`config.mk`:
```
export PLATFORM = sky130hd
export DESIGN_NAME = sap_control_seq
export DESIGN_NICKNAME = d
export VERILOG_FILES = /design/src/rtl/sap_pkg.sv /design/src/rtl/sap_decode.sv /design/src/rtl/sap_control_seq.sv
export SDC_FILE = /design/constraint.sdc
export NUM_CORES = 1
export LEC_CHECK = 0
export ABC_AREA = 1
export CORE_UTILIZATION = 37
export CTS_CLUSTER_SIZE = 16
export DETAILED_ROUTE_END_ITERATION = 8
export GPL_TIMING_DRIVEN = 0
export PLACE_DENSITY_LB_ADDON = 0.15
export SYNTH_ARGS = -nofsm -noshare
export SYNTH_HDL_FRONTEND = slang
export SYNTH_SLANG_ARGS = --single-unit
```
`constraint.sdc`:
```
create_clock -name clk -period 1.7 [get_ports clk]
set_clock_uncertainty 0.15 [all_clocks]
set_input_delay 0.34 -clock clk [delete_from_list [all_inputs] [get_ports clk]]
set_output_delay 0.34 -clock clk [all_outputs]
set_load 0.01 [all_outputs]
```
`src/rtl/sap_pkg.sv`:
```
// Shared encodings for the SAP control sequencer: opcodes, T-states and control-word bit indices.
// The optional conditional-jump feature (SAP_COND_JUMP_EN) is handled in sap_decode.
package sap_pkg;

  localparam logic [3:0] OP_NOP = 4'h0;
  localparam logic [3:0] OP_LDA = 4'h1;
  localparam logic [3:0] OP_ADD = 4'h2;
  localparam logic [3:0] OP_SUB = 4'h3;
  localparam logic [3:0] OP_STA = 4'h4;
  localparam logic [3:0] OP_LDI = 4'h5;
  localparam logic [3:0] OP_JMP = 4'h6;
  localparam logic [3:0] OP_JC  = 4'h7;
  localparam logic [3:0] OP_JZ  = 4'h8;
  localparam logic [3:0] OP_OUT = 4'hE;
  localparam logic [3:0] OP_HLT = 4'hF;

  typedef enum logic [2:0] {
    T1 = 3'd0,
    T2 = 3'd1,
    T3 = 3'd2,
    T4 = 3'd3,
    T5 = 3'd4
  } tstate_e;

  localparam int unsigned CW_W = 14;

  // Drive enables occupy the low bits so they can be masked as one group.
  localparam int unsigned CW_PC_OUT   = 0;
  localparam int unsigned CW_RAM_OUT  = 1;
  localparam int unsigned CW_IR_OUT   = 2;
  localparam int unsigned CW_A_OUT    = 3;
  localparam int unsigned CW_ALU_OUT  = 4;
  localparam int unsigned CW_MAR_LOAD = 5;
  localparam int unsigned CW_IR_LOAD  = 6;
  localparam int unsigned CW_A_LOAD   = 7;
  localparam int unsigned CW_B_LOAD   = 8;
  localparam int unsigned CW_RAM_LOAD = 9;
  localparam int unsigned CW_OUT_LOAD = 10;
  localparam int unsigned CW_PC_LOAD  = 11;
  localparam int unsigned CW_PC_INC   = 12;
  localparam int unsigned CW_ALU_SUB  = 13;

  typedef logic [CW_W-1:0] cw_t;

  localparam cw_t CW_DRIVE_MASK = cw_t'(14'b00_0000_0001_1111);

  function automatic cw_t cw_bit(input int unsigned idx);
    return cw_t'(1) << idx;
  endfunction

endpackage

```
`src/rtl/sap_decode.sv`:
```
// Combinational microcode: (tstate, opcode, flags) -> control word and end-of-instruction flag.
// SAP_COND_JUMP_EN enables JC/JZ; without it opcodes 7 and 8 execute as NOP.
module sap_decode
  import sap_pkg::*;
(
  input  tstate_e         tstate,
  input  logic [3:0]      opcode,
  input  logic            cf,
  input  logic            zf,
  output logic [CW_W-1:0] cw,
  output logic            last_step
);

  logic take_jump;

`ifdef SAP_COND_JUMP_EN
  always_comb begin
    take_jump = 1'b0;
    if (opcode == OP_JMP) begin
      take_jump = 1'b1;
    end else if (opcode == OP_JC) begin
      take_jump = cf;
    end else if (opcode == OP_JZ) begin
      take_jump = zf;
    end
  end
`else
  logic unused_flags;
  assign unused_flags = cf ^ zf;

  always_comb begin
    take_jump = (opcode == OP_JMP);
  end
`endif

  always_comb begin
    cw        = '0;
    last_step = 1'b0;
    case (tstate)
      T1: cw = cw_bit(CW_PC_OUT) | cw_bit(CW_MAR_LOAD);
      T2: cw = cw_bit(CW_RAM_OUT) | cw_bit(CW_IR_LOAD) | cw_bit(CW_PC_INC);
      T3: begin
        case (opcode)
          OP_LDA, OP_ADD, OP_SUB, OP_STA: begin
            cw = cw_bit(CW_IR_OUT) | cw_bit(CW_MAR_LOAD);
          end
          OP_LDI: begin
            cw        = cw_bit(CW_IR_OUT) | cw_bit(CW_A_LOAD);
            last_step = 1'b1;
          end
          OP_JMP, OP_JC, OP_JZ: begin
            if (take_jump) begin
              cw = cw_bit(CW_IR_OUT) | cw_bit(CW_PC_LOAD);
            end
            last_step = 1'b1;
          end
          OP_OUT: begin
            cw        = cw_bit(CW_A_OUT) | cw_bit(CW_OUT_LOAD);
            last_step = 1'b1;
          end
          // HLT never completes; the top parks the sequencer here.
          OP_HLT: last_step = 1'b0;
          default: last_step = 1'b1;
        endcase
      end
      T4: begin
        case (opcode)
          OP_LDA: begin
            cw        = cw_bit(CW_RAM_OUT) | cw_bit(CW_A_LOAD);
            last_step = 1'b1;
          end
          OP_ADD, OP_SUB: begin
            cw = cw_bit(CW_RAM_OUT) | cw_bit(CW_B_LOAD);
          end
          OP_STA: begin
            cw        = cw_bit(CW_A_OUT) | cw_bit(CW_RAM_LOAD);
            last_step = 1'b1;
          end
          default: last_step = 1'b1;
        endcase
      end
      T5: begin
        if (opcode == OP_ADD || opcode == OP_SUB) begin
          cw = cw_bit(CW_ALU_OUT) | cw_bit(CW_A_LOAD);
          if (opcode == OP_SUB) begin
            cw = cw | cw_bit(CW_ALU_SUB);
          end
        end
        last_step = 1'b1;
      end
      default: last_step = 1'b1;
    endcase
  end

endmodule

```
`src/rtl/sap_control_seq.sv`:
```
// SAP control sequencer top: T-state counter, sticky halt latch, and rst/step_en/halt strobe gating.
// Build option SAP_COND_JUMP_EN (consumed by sap_decode) enables JC/JZ.
module sap_control_seq
  import sap_pkg::*;
(
  input  logic       clk,
  input  logic       rst,
  input  logic       step_en,
  input  logic [3:0] opcode,
  input  logic       cf,
  input  logic       zf,
  output logic       pc_out,
  output logic       ram_out,
  output logic       ir_out,
  output logic       a_out,
  output logic       alu_out,
  output logic       mar_load,
  output logic       ir_load,
  output logic       a_load,
  output logic       b_load,
  output logic       ram_load,
  output logic       out_load,
  output logic       pc_load,
  output logic       pc_inc,
  output logic       alu_sub,
  output logic       halted,
  output logic [2:0] tstate
);

  tstate_e tstate_q, tstate_d;
  logic    halted_q, halted_d;
  logic    halt_now;
  logic    last_step;
  cw_t     cw_dec;
  cw_t     cw_gated;

  sap_decode u_decode (
    .tstate    (tstate_q),
    .opcode    (opcode),
    .cf        (cf),
    .zf        (zf),
    .cw        (cw_dec),
    .last_step (last_step)
  );

  always_ff @(posedge clk) begin
    if (rst) begin
      tstate_q <= T1;
      halted_q <= 1'b0;
    end else begin
      tstate_q <= tstate_d;
      halted_q <= halted_d;
    end
  end

  always_comb begin
    tstate_d = tstate_q;
    halted_d = halted_q;
    halt_now = 1'b0;
    if (!halted_q && step_en) begin
      if (tstate_q == T3 && opcode == OP_HLT) begin
        halt_now = 1'b1;
        halted_d = 1'b1;
      end else if (last_step) begin
        tstate_d = T1;
      end else begin
        case (tstate_q)
          T1:      tstate_d = T2;
          T2:      tstate_d = T3;
          T3:      tstate_d = T4;
          T4:      tstate_d = T5;
          default: tstate_d = T1;
        endcase
      end
    end
  end

  // A frozen step keeps its bus driver but must not capture anything.
  always_comb begin
    cw_gated = cw_dec;
    if (rst || halted_q) begin
      cw_gated = '0;
    end else if (!step_en) begin
      cw_gated = cw_dec & CW_DRIVE_MASK;
    end
  end

  assign pc_out   = cw_gated[CW_PC_OUT];
  assign ram_out  = cw_gated[CW_RAM_OUT];
  assign ir_out   = cw_gated[CW_IR_OUT];
  assign a_out    = cw_gated[CW_A_OUT];
  assign alu_out  = cw_gated[CW_ALU_OUT];
  assign mar_load = cw_gated[CW_MAR_LOAD];
  assign ir_load  = cw_gated[CW_IR_LOAD];
  assign a_load   = cw_gated[CW_A_LOAD];
  assign b_load   = cw_gated[CW_B_LOAD];
  assign ram_load = cw_gated[CW_RAM_LOAD];
  assign out_load = cw_gated[CW_OUT_LOAD];
  assign pc_load  = cw_gated[CW_PC_LOAD];
  assign pc_inc   = cw_gated[CW_PC_INC];
  assign alu_sub  = cw_gated[CW_ALU_SUB];

  // Halt is visible in the HLT T3 cycle itself, then held by the latch.
  assign halted = halted_q | (halt_now & ~rst);
  assign tstate = tstate_q;

endmodule
```
# Word-level counts from Yosys, hierarchy flattened
# Index checks and enable logic that the tools add are counted.
dict set report word_totals {
  word_cells 48
  reg_bits 4
  output_inout_bits 18
}
dict set report op_classes {
  n_eq_ne 14
  n_bitwise 4
  reduce_logical 13
  muxes 15
}
# cell count
set ops {}
lappend ops {{14-bit case mux with 5 select lines} 1}
lappend ops {{14-bit two-way mux} 4}
lappend ops {{14-bit case mux with 4 select lines} 1}
lappend ops {{10-bit case mux with 3 select lines} 1}
lappend ops {{4-bit by 3-bit equality test with 1-bit output, second input constant} 4}
lappend ops {{4-bit equality test, second input constant} 3}
lappend ops {{12-bit two-way mux} 1}
lappend ops {{3-bit case mux with 4 select lines} 1}
lappend ops {{4-bit by 2-bit equality test with 1-bit output, second input constant} 2}
lappend ops {{3-bit by 2-bit equality test with 1-bit output, second input constant} 2}
lappend ops {{5-bit OR reduction} 1}
lappend ops {{4-bit by 1-bit equality test with 1-bit output, second input constant} 1}
lappend ops {{1-bit two-way mux} 4}
lappend ops {{2-bit AND reduction} 2}
lappend ops {{2-bit OR reduction} 2}
lappend ops {{4-bit OR reduction} 1}
lappend ops {{3-bit by 1-bit equality test with 1-bit output, second input constant} 1}
lappend ops {{3-bit equality test, second input constant} 1}
lappend ops {{3-bit zero test} 1}
lappend ops {{3-bit two-way mux} 1}
lappend ops {{1-bit case mux with 3 select lines} 1}
lappend ops {{3-bit OR reduction} 1}
lappend ops {{1-bit logical AND} 2}
lappend ops {{1-bit logical OR} 2}
lappend ops {{4 further kinds} 5}

# Depth between registers and ports, before layout
# Gate-level depths: netlist of the first run.
dict set report depth {
  ltp_word 6
  mapped_depth 8
}

# Modules after synthesis
# Synthesis of the first run repeated with hierarchy kept, for this count alone.
dict set report unflattened {
  hier_cells 129
  area_unflattened_um2 608.1
}
# module cells_per_inst area_each_um2 instances seq_area_each_um2
set by_module_without_submodules {}
lappend by_module_without_submodules {sap_control_seq 70 362.8 1 80.1}
lappend by_module_without_submodules {sap_decode 59 245.2 1 0.0}

# Worst setup path before layout of the first run
# Ideal clock, no wire load.
dict set report synth_path {
  path_type {reg2out}
  from {reg tstate_q[0] (netlist: tstate[0])}
  to {out b_load}
  path_buffers 0
  arrival_ps 1134
  t_required_ps 1210
  stages_incl_launch_ff 5
  slack_ps 76
  path_cell_list {dfxtp_1 -> nand2_1 -> nor2_2 -> inv_1 -> nor4_1}
}
dict set report synth_via {
  elab_chain_cells 4
  elab_cells_between_ends 8
  classes_between {eq/ne (4); mux (3); reduce/logical (1)}
}
# element line_no
set synth_rtl {}
lappend synth_rtl {{from (decl)} sap_control_seq.sv:30} ;# tstate_e tstate_q, tstate_d;
lappend synth_rtl {{from (signal assigned)} sap_control_seq.sv:51} ;# tstate_q <= tstate_d;
lappend synth_rtl {{3-bit equality test (tied with other cells)} sap_decode.sv:39} ;# case (tstate)
lappend synth_rtl {{14-bit case mux with 5 select lines *} sap_decode.sv:39}
lappend synth_rtl {{14-bit two-way mux *} sap_control_seq.sv:83} ;# end else if (!step_en) begin
lappend synth_rtl {{14-bit two-way mux *} sap_control_seq.sv:81} ;# if (rst || halted_q) begin
lappend synth_rtl {{to (decl)} sap_control_seq.sv:20} ;# output logic b_load,
# Mark *: on every way between the ends. The rest lies on a longest branch, timed or not.

# Worst setup path in the final report of the first run
dict set report layout_path {
  from {reg tstate_q[2] (netlist: tstate[2])}
  to {out a_out}
}
dict set report layout_via {
  elab_chain_cells 4
  elab_cells_between_ends 8
  classes_between {eq/ne (4); mux (3); reduce/logical (1)}
}
# element line_no
set layout_rtl {}
lappend layout_rtl {{3-bit equality test (tied with other cells)} sap_decode.sv:39}
lappend layout_rtl {{14-bit case mux with 5 select lines *} sap_decode.sv:39}
lappend layout_rtl {{14-bit two-way mux *} sap_control_seq.sv:83}
lappend layout_rtl {{14-bit two-way mux *} sap_control_seq.sv:81}
lappend layout_rtl {{to (decl)} sap_control_seq.sv:15} ;# output logic a_out,
# Marked as above.

==> run metrics, run 1 <==
outcome=finished, violations left; violated checks=setup timing; Top Usage Layer GRT=met2; Crit Path Category=reg2out; placed cell count=132; clock slew at reported path FFs=0.04 ns; mapped cell area=506.7 µm²; fillers=78; cells along the critical path=nor2_4, nand2_4, nor3_2, a31oi_1, nor2_1, buf_2; DR iter-0 viols=17; CP max FO=6; Leakage=0.0004910 µW; H-tree depth=1; total power draw=450.8 µW; met3 usage=9.249%; CTS Sinks=4; fin crit period=1.821 ns; Congestion Overflow GR=0; Max VDD drop=0.3462 mV; # port buffers=24; Arrival @ worst endpoint=1.33 ns; CP max-delay cell=dfxtp_4; cells after synthesis=94; met1 usage=31.74%; GRT Total Usage=26.96%; vias=809; Final Hold Vio Count=0; Die Span Y=39.01 µm; share of cells above drive strength 1=63.91%; post-DP HPWL=1065 µm; FF+latch count, synth=4; HP Class=in2reg; first-pass GRT wire length=2718 µm; CP top delay family=simple AND/OR/NAND/NOR gates; num rows=12; Initial Utilization=42.72%; Yosys cell types=17; DRC viols=0; # IOs=27; post-route insts no fill=147; Synthesized Nets=103; largest family of logic cells by synthesized area=simple AND/OR/NAND/NOR gates; largest stage delay on the critical path=0.37 ns; commonest non-fill, non-tap cell in the layout=buf_2; Setup WS pre-CTS=-0.8982 ns; Warnings, synthesis=0; Multi-input gate area=519.2 µm²; post-synthesis mux area share=0%; core area=0.001186 mm²; sequential-to-total area share from yosys stat=15.80%; RePlAce Congestion=0.8225; ant diodes=0; Synth Area in XOR/XNOR=0%; Final setup viols=11; CTS tree=yes; Num CTS Buffers=3; Layout Nets=144; Critical Path Source Type=register; Final period util=107.1%; most frequent cells in the layout=buf_2, nand2_1, inv_1, buf_4, nor2_4; highest clock rate=0.5491 GHz; met2 usage=43.33%; Mapped Avg Cell Area=5.391 µm²; post-layout util=84.07%; Clock Root Buffer=clkbuf_4; Final Slew Violations=0; Pre-antenna DRT Iters=4; vias in the first global route=640; Area Overhead vs Synth=96.79%; Synth Area in Compound Gates=12.35%; Simple-Gate Fraction of Synth Area=56.30%; Hold Worst Slack=0.3120 ns; die extent in x=39.01 µm; Synth Area in Adders=0%; worst slew pin tran=0.2413 ns; Buf/Inv on CP=1; initial antenna violation count=0; max-cap violations=0; Vias per Instance=5.503; unrepaired setup endpoints after global routing=true; Worst Setup Slack, final=-0.1212 ns; worst skew pair latency=0.24 ns; Wirelength per Cell=13.56 µm; Routed Antenna Nets=0; CTS max path bufs=2; FF+latch area=92.59 µm²; critical path endpoint category=primary output; Die ar.=0.001521 mm²; Crit path required time=1.21 ns; Pwr Density=452.1 mW/mm²; largest net degree at the start of global routing=8; Slew HR=83.91%; routed wire length=1993 µm
where the power goes:
part           internal (µW)  total (µW)  switching, µW
clock network           79.6         128           48.5
registers               98.8         117           18.1
logic                   83.8         206            122
cell usage after synthesis (all sizes together):
cell type	n	area share (%)
dfxtp	4	16
nor3	5	4.9
nand2	23	20
buf	1	1.5
o21ai	3	3.7
a31oi	1	1.2
clkinv	2	1.5
a21oi	6	7.4
inv	17	13
nand3	9	8.9
nor4	4	4.9
nor2	19	18
stage by stage:
stage	area (µm²)	setup TNS (ns)
after floorplan	506.7	0
final	997.2	-0.7664
after global placement	764.5	-11.64
after global routing	997.2	-1.399
after CTS	927.1	-0.5386
after detailed placement	764.5	-12.03
registers in the layout (all words and copies together) (netlist names):
signal and flops:
halted_q 1, tstate 3
layer usage:
| metal | vias up | part of all wire, % | wire length, µm |
|---|---|---|---|
| met2 | 47 | 49 | 972 |
| met1 | 374 | 42 | 846 |
| met5 | - | 0 | 0 |
| met4 | 0 | 2.0 | 40 |
| li1 | 380 | - | - |
| met3 | 8 | 6.7 | 133 |
kinds of logic (layout without fill, tap and decap cells):
family,count (synthesis),count (layout)
simple gates,60,60
buf+inv,20,59
compound gates,10,10
flops,4,4
cell type report:
class                           instances  share of cell area, %
Sequential cell                         4                  9.285
Tap cell                               14                  1.757
Inverter                               19                  7.654
Multi-Input combinational cell         70                  52.07
Clock buffer                            3                  2.258
Timing Repair Buffer                   36                  26.22
Buffer                                  1                 0.7528
path summary, 6_finish.rpt:
check,startpoint,cells after the start,end,slack [ns]
setup / recovery,tstate[2],6,a_out,-0.12
hold / removal,rst,2,tstate[0],0.31
setup reg to reg,tstate[2],8,tstate[2],0.11
hold reg to reg,halted_q,2,halted_q,0.36
repair_timing:
action / in CTS / in global routing
cloned: 0 / 0
setup buffers: 10 / 2
gates resized for setup: 124 / 18
pin swaps: 14 / 5
setup endpoints to repair: 17 / 16
hold buffers: 0 / 0
No activity file was read; power rests on OpenSTA's default activity.
==> run 2, diff against run 1 <==
CAP_MARGIN = 20   (was not set)
PLACE_DENSITY = 0.76   (was not set)
PLACE_DENSITY_LB_ADDON = not set   (was 0.15)
==> run 2 against run 1 <==
Effect of this change: the run still ends with setup timing left; maximum frequency shrank 2.6%; sequential share of layout area hardly changed; die area unchanged; final area is 0.38% lower; via count shrank 2.6%; global-route usage increased by 0.75 points; combinational power is 2% lower; non-clock buffer count grew 2; final cell count up 1.4%; clock-buffer cell count stayed put; setup slack worse by 0.048 ns; largest power group unchanged.
==> run metrics, run 2 (same netlist as run 1, synthesis figures left out) <==
Routed Antenna Nets=0; Hold Crit Depth=2; r2r setup slk=0.28 ns; CTS Sinks=4; initial antenna violation count=0; outcome=finished, violations left; commonest non-fill, non-tap cell in the layout=buf_2; Arrival @ worst endpoint=1.38 ns; core area=0.001186 mm²; unrepaired setup endpoints after global routing=true; RePlAce Congestion=0.8086; placed cell areas=764.5 µm²; num rows=12; HP Class=in2reg; Critical Path Source Type=register; DR iter-0 viols=15; Min-Delay Startpoint=rst; worst skew pair latency=0.25 ns; Area Overhead vs Synth=96.05%; Slew HR=84.66%; routed wire length=2071 µm; vias in the first global route=666; H-tree depth=1; CTS max path bufs=2; Die ar.=0.001521 mm²; Crit Path Category=reg2out; Leakage=0.0005036 µW; DRC viols=0; Worst Setup Slack, final=-0.1695 ns; Critical R2R Launch=tstate[0]; # port buffers=24; Multi-input gate area=518.0 µm²; Layout Nets=146; Final Hold Vio Count=0; Clock Root Buffer=clkbuf_4; fillers=77; Pre-antenna DRT Iters=4; Crit path required time=1.21 ns; Psw=188.1 µW; most frequent cells in the layout=buf_2, buf_4, nand2_1; Final Slew Violations=0; Max VDD drop=0.3795 mV; Sw Share=42.11%; highest clock rate=0.5349 GHz; post-DP HPWL=1096 µm; Initial Utilization=42.72%; Critical path origin=tstate[0]; Vias per Instance=5.289; CTS tree=yes; GRT Total Usage=27.71%; FF+latch area=92.59 µm²; worst slew pin tran=0.2302 ns; Clock power frac=29.0%; max-cap violations=0; Num CTS Buffers=3; Logic pwr share=45.1%; Final period util=110.0%; fin crit period=1.869 ns; Pwr Density=449.5 mW/mm²; vias=788; share of cells above drive strength 1=68.15%; largest net degree at the start of global routing=8; Largest register FFs=3; clock slew at reported path FFs=0.05 ns; Hold EP=tstate[0]; critical path endpoint category=primary output; ant diodes=0; worst reg2reg endpoint=tstate[2]; Die Span Y=39.01 µm; P_int=258.5 µW; CP max FO=6; Congestion Overflow GR=0; Hold Worst Slack=0.1877 ns; post-layout util=83.76%; Worst Reg2Reg Path Length in Cells=7; post-route cell area=993.5 µm²; violated checks=setup timing; first-pass GRT wire length=2849 µm; Wirelength per Cell=13.90 µm; share of power burned in registers=25.9%; die extent in x=39.01 µm; Final setup viols=10; # IOs=27
[run 2: cell count changes in the layout (fill, tap and decap cells not counted), sizes merged]
cell,before,now
buf,27,33
clkbuf,6,4
clkdlybuf4s15,4,2
[run 2: timing repair]
action / CTS / global route
setup buffers: 13 / 1
hold buffers: 0 / 0
pin swaps: 12 / 15
gates resized for setup: 126 / 24
endpoints found under the setup margin: 17 / 15
[run 2: worst max path at each step]
stage | slack, ns | endpoint | cells past startpoint
after CTS | -0.06 | b_load | 5
after global routing | -0.18 | a_out | 6
after floorplan | 0.08 | b_load | 4
final | -0.17 | ram_load | 5
after detailed placement | -0.89 | alu_sub | 6
after global placement | -0.87 | alu_sub | 6
[run 2: final cells by class]
type,instances,area share [%]
inverter,19,7.935
clock buffer,3,2.267
tap,14,1.763
multi-input combinational,70,52.14
sequential,4,9.320
timing repair buffer,38,25.82
buffer,1,0.7557
[run 2: worst max-delay path, stage by stage (launching register included)]
cell and delay [ns]:
dfxtp_4 0.41, nand2_4 0.07, nor2_4 0.15, inv_1 0.10, nor3_1 0.22, buf_2 0.17
[run 2: metrics by stage]
stage | cells | TNS, ns | total power [µW] | setup slack (ns)
floorplan | 94 | 0 | 189.7 | 0.07572
global placement | 132 | -11.68 | 250.0 | -0.8661
detailed placement | 132 | -11.86 | 251.5 | -0.8930
CTS | 148 | -0.2946 | 408.7 | -0.05583
global route | 149 | -1.498 | 466.2 | -0.1842
finish | 149 | -0.7885 | 446.6 | -0.1695
[run 2: per-layer routing]
metal	routed length, µm	track usage, %
met5	0	0
met1	853	34.59
met4	55	3.448
met3	113	6.936
met2	1048	48.33
[run 2: power by group through the flow]
| stage | combinational [µW] | clock, µW | sequential [µW] |
|---|---|---|---|
| after floorplan | 79.3 | 0 | 110 |
| after global placement | 140 | 0 | 110 |
| after detailed placement | 142 | 0 | 110 |
| after CTS | 174 | 121 | 114 |
| after global routing | 215 | 134 | 117 |
| final | 201 | 129 | 116 |
